$ cat config.mk
export PLATFORM = sky130hd
export DESIGN_NAME = vga_scene_ctrl
export DESIGN_NICKNAME = d
export VERILOG_FILES = /design/src/rtl/vga_scene_ctrl.sv
export SDC_FILE = /design/constraint.sdc
export NUM_CORES = 1
export LEC_CHECK = 0
export BUFFER_PORTS_ARGS = -buffer_cell sky130_fd_sc_hd__buf_2
export CAP_MARGIN = 20
export CORE_UTILIZATION = 40
export CTS_BUF_LIST = sky130_fd_sc_hd__clkbuf_2
export CTS_CLUSTER_DIAMETER = 40
export DETAILED_ROUTE_END_ITERATION = 8
export SYNTH_ARGS = -nofsm -noshare
export SYNTH_HDL_FRONTEND = slang
export SYNTH_SLANG_ARGS = --single-unit
$ cat constraint.sdc
create_clock -name sys_clk -period 2.7 [get_ports sys_clk]
set_input_delay 0.27 -clock sys_clk [delete_from_list [all_inputs] [get_ports sys_clk]]
set_output_delay 0.27 -clock sys_clk [all_outputs]
set_load 0.1 [all_outputs]
$ cat src/rtl/vga_scene_ctrl.sv
// vga_scene_ctrl: selects the background scene shown by the VGA display block.
// The next/prev push-buttons are synchronised and debounced. A requested scene
// change is queued and only committed at the start of a video frame (a falling
// edge of vga_vs), so the picture never switches mid-frame.
// Optional feature macro: VGA_SCENE_AUTO_EN (adds a slideshow that advances
// one scene every AUTO_FRAMES frames while mode_auto is high).
module vga_scene_ctrl #(
  parameter int NUM_SCENES      = 5,
  parameter int DEBOUNCE_CYCLES = 1000000,
  parameter int AUTO_FRAMES     = 300
) (
  input  logic       sys_clk,
  input  logic       sys_rst,
  input  logic       vga_vs,
  input  logic       btn_next,
  input  logic       btn_prev,
  input  logic       mode_auto,
  output logic [2:0] choise,
  output logic       frame_tick,
  output logic       pending
);

  localparam int              DB_W       = $clog2(DEBOUNCE_CYCLES + 1);
  localparam logic [DB_W-1:0] DB_LAST    = DB_W'(DEBOUNCE_CYCLES - 1);
  localparam logic [2:0]      LAST_SCENE = 3'(NUM_SCENES - 1);

  typedef enum logic {ST_IDLE = 1'b0, ST_PEND = 1'b1} state_t;

  // Scene index arithmetic with wrap-around at both ends.
  function automatic logic [2:0] f_scene_inc(input logic [2:0] s);
    f_scene_inc = (s == LAST_SCENE) ? 3'd0 : s + 3'd1;
  endfunction

  function automatic logic [2:0] f_scene_dec(input logic [2:0] s);
    f_scene_dec = (s == 3'd0) ? LAST_SCENE : s - 3'd1;
  endfunction

  // Synchronisers; bit 0 = next button, bit 1 = prev button.
  logic            r_vs_s1, r_vs_s2, r_vs_d;
  logic [1:0]      r_btn_s1, r_btn_s2, r_btn_d;
  logic [1:0]      r_db_lvl;
  logic [DB_W-1:0] r_db_cnt [2];
  logic [1:0]      r_req;
  logic            r_fall;
  logic            r_frame_tick;
  state_t          r_state;
  logic            r_dir;
  logic            r_pending;
  logic [2:0]      r_choise;
  logic            w_vs_fall;
  logic            w_next;
  logic            w_prev;
  logic            w_auto_step;

  assign w_next    = r_req[0];
  assign w_prev    = r_req[1];
  assign w_vs_fall = r_vs_d & ~r_vs_s2;

  // Two-flop synchronisers for vsync and both buttons, plus a delayed copy for edge detection.
  always_ff @(posedge sys_clk) begin
    if (sys_rst) begin
      r_vs_s1  <= 1'b1;
      r_vs_s2  <= 1'b1;
      r_vs_d   <= 1'b1;
      r_btn_s1 <= 2'b00;
      r_btn_s2 <= 2'b00;
      r_btn_d  <= 2'b00;
    end else begin
      r_vs_s1  <= vga_vs;
      r_vs_s2  <= r_vs_s1;
      r_vs_d   <= r_vs_s2;
      r_btn_s1 <= {btn_prev, btn_next};
      r_btn_s2 <= r_btn_s1;
      r_btn_d  <= r_btn_s2;
    end
  end

  // Debounce each button and emit a one-cycle request on an accepted press.
  always_ff @(posedge sys_clk) begin
    if (sys_rst) begin
      r_db_lvl <= 2'b00;
      r_req    <= 2'b00;
      for (int i = 0; i < 2; i++) begin
        r_db_cnt[i] <= '0;
      end
    end else begin
      for (int i = 0; i < 2; i++) begin
        r_req[i] <= 1'b0;
        if (r_btn_s2[i] != r_btn_d[i]) begin
          r_db_cnt[i] <= '0;
        end else if (r_btn_s2[i] != r_db_lvl[i]) begin
          if (r_db_cnt[i] == DB_LAST) begin
            r_db_cnt[i] <= '0;
            r_db_lvl[i] <= r_btn_s2[i];
            r_req[i]    <= r_btn_s2[i];
          end else begin
            r_db_cnt[i] <= r_db_cnt[i] + 1'b1;
          end
        end else begin
          r_db_cnt[i] <= '0;
        end
      end
    end
  end

  // Frame start: register the detected vsync fall, then pulse frame_tick one cycle later.
  always_ff @(posedge sys_clk) begin
    if (sys_rst) begin
      r_fall       <= 1'b0;
      r_frame_tick <= 1'b0;
    end else begin
      r_fall       <= w_vs_fall;
      r_frame_tick <= r_fall;
    end
  end

`ifdef VGA_SCENE_AUTO_EN
  localparam int              AF_W    = $clog2(AUTO_FRAMES + 1);
  localparam logic [AF_W-1:0] AF_LAST = AF_W'(AUTO_FRAMES - 1);
  logic [AF_W-1:0] r_frame_cnt;

  assign w_auto_step = r_fall & mode_auto & (r_frame_cnt == AF_LAST) & (r_req == 2'b00);

  // Slideshow frame counter; restarts when auto mode is off or a button is used.
  always_ff @(posedge sys_clk) begin
    if (sys_rst) begin
      r_frame_cnt <= '0;
    end else if (!mode_auto || (r_req != 2'b00)) begin
      r_frame_cnt <= '0;
    end else if (r_fall) begin
      r_frame_cnt <= (r_frame_cnt == AF_LAST) ? '0 : r_frame_cnt + 1'b1;
    end else begin
      r_frame_cnt <= r_frame_cnt;
    end
  end
`else
  logic w_unused_auto;
  assign w_auto_step   = 1'b0;
  assign w_unused_auto = mode_auto ^ (AUTO_FRAMES < 1);
`endif

  // IDLE/PEND scheduler: queue the latest request, commit it at frame start, cancel on a next+prev clash.
  always_ff @(posedge sys_clk) begin
    if (sys_rst) begin
      r_state   <= ST_IDLE;
      r_dir     <= 1'b0;
      r_pending <= 1'b0;
      r_choise  <= 3'd0;
    end else begin
      if (r_fall && !(w_next && w_prev)) begin
        if (r_state == ST_PEND) begin
          r_choise <= r_dir ? f_scene_inc(r_choise) : f_scene_dec(r_choise);
        end else if (w_auto_step) begin
          r_choise <= f_scene_inc(r_choise);
        end else begin
          r_choise <= r_choise;
        end
      end else begin
        r_choise <= r_choise;
      end

      if (w_next && w_prev) begin
        r_state   <= ST_IDLE;
        r_pending <= 1'b0;
      end else if (w_next || w_prev) begin
        r_state   <= ST_PEND;
        r_pending <= 1'b1;
        r_dir     <= w_next;
      end else if (r_fall) begin
        r_state   <= ST_IDLE;
        r_pending <= 1'b0;
      end else begin
        r_state   <= r_state;
        r_pending <= r_pending;
      end
    end
  end

  assign choise     = r_choise;
  assign frame_tick = r_frame_tick;
  assign pending    = r_pending;

endmodule

== After elaboration in Yosys (flattened, before gate mapping) ==
Memories as Yosys holds them, arrays and structs flattened.
Cells that the tools add are included.
Storage, ports and cells
  bits in latches: 0
  input port bits: 6
  logic and storage cells: 106
  output and inout bits: 5
  register bits after elaboration: 20
  memory bits (writable): 40
  bits in read-only memories: 0
  memories: 1
Memory list
  r_db_cnt: words 2, width 20, rd ports 2, clocked after memory_dff 0, write ports 2, RTL line 42  | logic [DB_W-1:0] r_db_cnt [2];
Operators by class
  add/subtract/negate cells: 4
  magnitude comparators: 0
  shifts and indexed selects: 0
  multiplexer cells: 49
  bitwise gates (word level): 17
  eq/ne operators: 7
  reduce and logical (&&, ||, !) cells: 13
  divide/modulo/power cells: 0
  $mul: 0
Operators by type and width (count)
  20-bit 2-to-1 mux: 8
  20-bit by 1-bit adder with 20-bit output, second input constant: 2
  20-bit equality test, second input constant: 2
  1-bit 2-to-1 mux: 38
  3-bit 2-to-1 mux: 3
  1-bit inverter: 8
  1-bit OR: 8
  4-bit OR reduction: 2
  3-bit AND reduction: 2
  1-bit inequality test: 4
  2-bit AND reduction: 2
  3-bit by 1-bit adder with 3-bit output, second input constant: 1
  3-bit equality test, second input constant: 1
  3-bit logical NOT: 1
  3-bit by 1-bit subtractor with 3-bit output, second input constant: 1
  1-bit logical AND: 2
  2-bit nonzero test: 1
  2-bit OR reduction: 1
  1-bit bitwise AND: 1
  1-bit logical NOT: 1
  1-bit logical OR: 1

== Depth between registers and ports, before layout ==
An unclocked memory read counts as a cell.
  word-level depth: 10
  mapped depth: 7
  mapped depth without buffers: 7

== Least setup slack after synthesis ==
OpenSTA, ideal clock, no wires.
  kind: register to register
  start: register r_choise[0] (netlist: choise[0])
  end: register r_choise[0] (netlist: choise[0])
  period minus slack after synthesis: 2191 ps
  data arrival time: 2123 ps
  data required time: 2633 ps
  cell stages (with the launch flop): 8
  path slack: 509 ps
  path buffers: 0
  setup time: 67 ps
  cell sequence: dfxtp_1 -> inv_1 -> ha_1 -> ha_1 -> nor2b_1 -> a2111oi_0 -> a21oi_1 -> nor2_1
Between the ends
  word-level cells in the longest chain between the ends: 3
  elaborated cells on any way between the ends: 7
  those cells by class: 2 x add/sub; 1 x eq/ne; 3 x mux; 1 x reduce/logical
Ends and longest elaborated chain
  from (decl): RTL line 49  | logic [2:0] r_choise;
  from (signal assigned): RTL line 152  | r_choise <= r_dir ? f_scene_inc(r_choise) : f_scene_dec(r_choise);
  from (signal assigned): RTL line 154  | r_choise <= f_scene_inc(r_choise);
  from (signal assigned): RTL line 156  | r_choise <= r_choise;
  3-bit by 1-bit subtractor with 3-bit output (tied with other cells): RTL line 35  | f_scene_dec = (s == 3'd0) ? LAST_SCENE : s - 3'd1;
  3-bit 2-to-1 mux (on tied branches): RTL line 35, 31
  3-bit 2-to-1 mux *: RTL line 152
Every way passes the cells marked *; elsewhere a longest branch is shown, timed or not.
A chain may end at the register's enable or synchronous reset.

==> run summary <==
top fanout value on the critical path = 18
clock latency on the worst-skew pair = 0.48 ns
Leak = 1.24 nW
fraction of post-synthesis cell area in the top cell type by area = 38.8%
Synth Register Bits = 60
headroom to the max-slew limit = 59.5%
total congestion overflow after global routing = 0
TritonCTS clock tree = built
pin count of the biggest net entering global routing = 19
number of instances in the synthesized netlist = 300
maximum count of clock buffers along a single path = 2
count of distinct cell types in the synthesized netlist = 44
WP data required = 2.93 ns
post-route cell area = 3520 µm²
Hold Slack = 0.142 ns
CTS buffer count = 9
TNS Setup = 0 ns
Primary FF master, synth = edfxtp_1
number of enable-type register cells in the synthesized netlist = 40
proportion of synthesized flip-flops having asynchronous set or reset = 0%
number of vias after detailed routing = 2,218
die outline height = 89.9 µm
synth warn = 0
Via density = 4.78
clock network fraction of total power = 30.2%
DRC = 0
depth of the CTS H-tree = 3
IO buf count = 9
number of cells in the design after placement = 445
worst slew pin tran = 0.602 ns
Mapped Avg Cell Area = 10.3 µm²
min cycle time layout = 2.13 ns
Overall Power = 0.00157 W
wire length per cell = 11.0 µm
top-level I/O count = 11
routability congestion estimate from global placement = 0.809
worst clock skew = 0.0214 ns
overall routed net length = 5110 µm
via count of the first global-routing pass = 2,020
net count reported at finish = 374
most common cell after layout, fill and taps aside = nor2_1
global-route wire length before repair = 8970 µm
top library cells by usage in the layout, fill and taps aside = 42 x nor2_1, 40 x edfxtp_1, 40 x conb_1
worst supply voltage drop on vdd = 244 µV
DR iter-0 viols = 63
Critical Setup Path Class = reg -> reg
Total GRT Usage = 14.0%
number of setup violations in the final report = 0
switching share of power = 26.3%
arrival time at the worst endpoint = 2.36 ns
CP endpoint kind = flip-flop
Sw Pwr = 0.000412 W
number of antenna violations at the first check in global routing = 0
netlist area before placement = 3090 µm²
Final ANT Viol Nets = 0
number of post-CTS setup repair buffers = 0
portion of the clock cycle consumed by the worst path in the final layout = 78.8%
Power Dens Cells = 445 nW/µm²
Max Clk Rate = 470 MHz
die area = 8090 µm²
cell type with the highest aggregate area in the netlist = edfxtp_1
logic gate share of total power = 3.7%
part of the Yosys area used for sequential elements = 51.8%
cell area after placement = 3410 µm²
layout cell share with drive strength beyond 1 = 11.2%
buffer cell driving the clock tree root = clkbuf_2
Pins Over Slew Limit = 0
number of standard cells in the layout, taps in and fillers out = 464
final hold violations = 0
sequential share of power = 66.1%
startpoint type of the worst setup path = flip-flop
area added between synthesis and finish = 14.0%
clock input transition at the sequential cells of the worst setup and hold paths = 0.19 ns
standard cell core area = 7370 µm²
status = finished, final reports clean
starting density of the core = 42.0%
largest cells by area after synthesis = edfxtp_1 39%, dfxtp_1 13%, xnor2_1 6.5%
min-delay worst type = in -> reg
detailed-routing iteration count for the pre-antenna-repair pass = 4
number of sinks handled by clock tree synthesis = 60
maxcap violations = 0
die span in x = 89.9 µm
internal power = 0.00116 W
row cnt = 31
half-perimeter wire length after placement = 3530 µm
antenna fix cells = 0
unrepaired setup endpoints after global routing = no
-- layer usage --
layer	GRT usage, %	vias up	share of wire [%]
met1	17.8	1007	50
met5	0	-	0
li1	-	1173	-
met3	3.55	11	3.0
met2	21.5	27	45
met4	8.47	0	2.2
-- worst max-delay path, cell delays in order (launching register included) --
cell      delay (ns)
edfxtp_1        0.48
or3b_1          0.42
or4_4           0.55
o21ai_2         0.13
buf_4           0.23
nor2_1          0.08
-- final cells by class --
cell class | count | area (µm²)
fill | 705 | 3840
inverter | 16 | 60.1
clock buffer | 10 | 50.0
timing repair buffer | 15 | 97.6
tap | 99 | 124
multi-input combinational | 258 | 1550
sequential | 60 | 1600
clock inverter | 6 | 37.5
-- Yosys cell counts (all sizes together), types with 2 or more instances --
master and instances:
or2 4, and4b 2, edfxtp 40, nand2b 3
nor2 42, inv 16, buf 2, and2 2
ha 8, o21ai 5, nand3 15, nor4b 4
nand3b 4, o311ai 2, xnor2 23, nand2 17
mux2i 5, or3b 3, nor4 11, nand4 13
dfxtp 20, or3 2, nor2b 9, or4 5
nor3 12, clkbuf 3, xor2 7, o31ai 3
a21oi 9
-- worst paths after layout --
path | end | depth (start not counted) | from | slack (ns)
max | r_db_cnt[1][6] | 5 | r_db_cnt[1][13] | 0.57
min | choise[1] | 2 | sys_rst | 0.14
max reg2reg | r_db_cnt[1][6] | 5 | r_db_cnt[1][13] | 0.57
min reg2reg | r_fall | 2 | r_vs_d | 0.42
-- power by group through the flow --
stage / sequential (W) / clock [W] / combinational, W
final: 0.00104 / 0.000474 / 0.0000586
after global routing: 0.00104 / 0.000534 / 0.0000673
after CTS: 0.00104 / 0.000499 / 0.0000574
after detailed placement: 0.00106 / 0 / 0.0000537
after global placement: 0.00106 / 0 / 0.0000537
after floorplan: 0.00105 / 0 / 0.0000440
-- state kept, by name, indices dropped and copies added (netlist names) --
signal	cells
r_vs_s1	1
r_req	2
r_db_lvl	2
r_vs_s2	1
r_fall	1
r_btn_s1	2
r_dir	1
r_vs_d	1
pending	1
r_db_cnt	40
r_btn_d	2
choise	3
r_btn_s2	2
frame_tick	1
-- cell families (layout without fill, tap and decap cells) --
kind of cell | count (synthesis) | in the layout | share of synthesized area [%]
adders and majority gates | 8 | 8 | 3.24
and+or+nand+nor | 152 | 152 | 27.2
muxes | 5 | 5 | 1.62
DFF | 60 | 60 | 51.8
AOI/OAI and AO/OA | 23 | 23 | 4.81
buffers and inverters | 21 | 47 | 2.71
other | 1 | 40 | 0.121
xor gates and xnor gates | 30 | 30 | 8.50
-- per-stage QoR --
stage | utilization (%) | worst slack [ns]
2_1_floorplan | - | 0.509
3_3_place_gp | 46.2 | 0.618
3_5_place_dp | 46.2 | 0.578
4_1_cts | 47.8 | 0.547
5_1_grt | 47.8 | 0.445
6_report | 47.8 | 0.573
-- repair_timing --
action	4_1_cts	5_1_grt
hold buffers	3	0
endpoints found under the hold margin	3	0
gates resized for setup	0	0
Note: power is estimated with default switching activity, not from simulation.
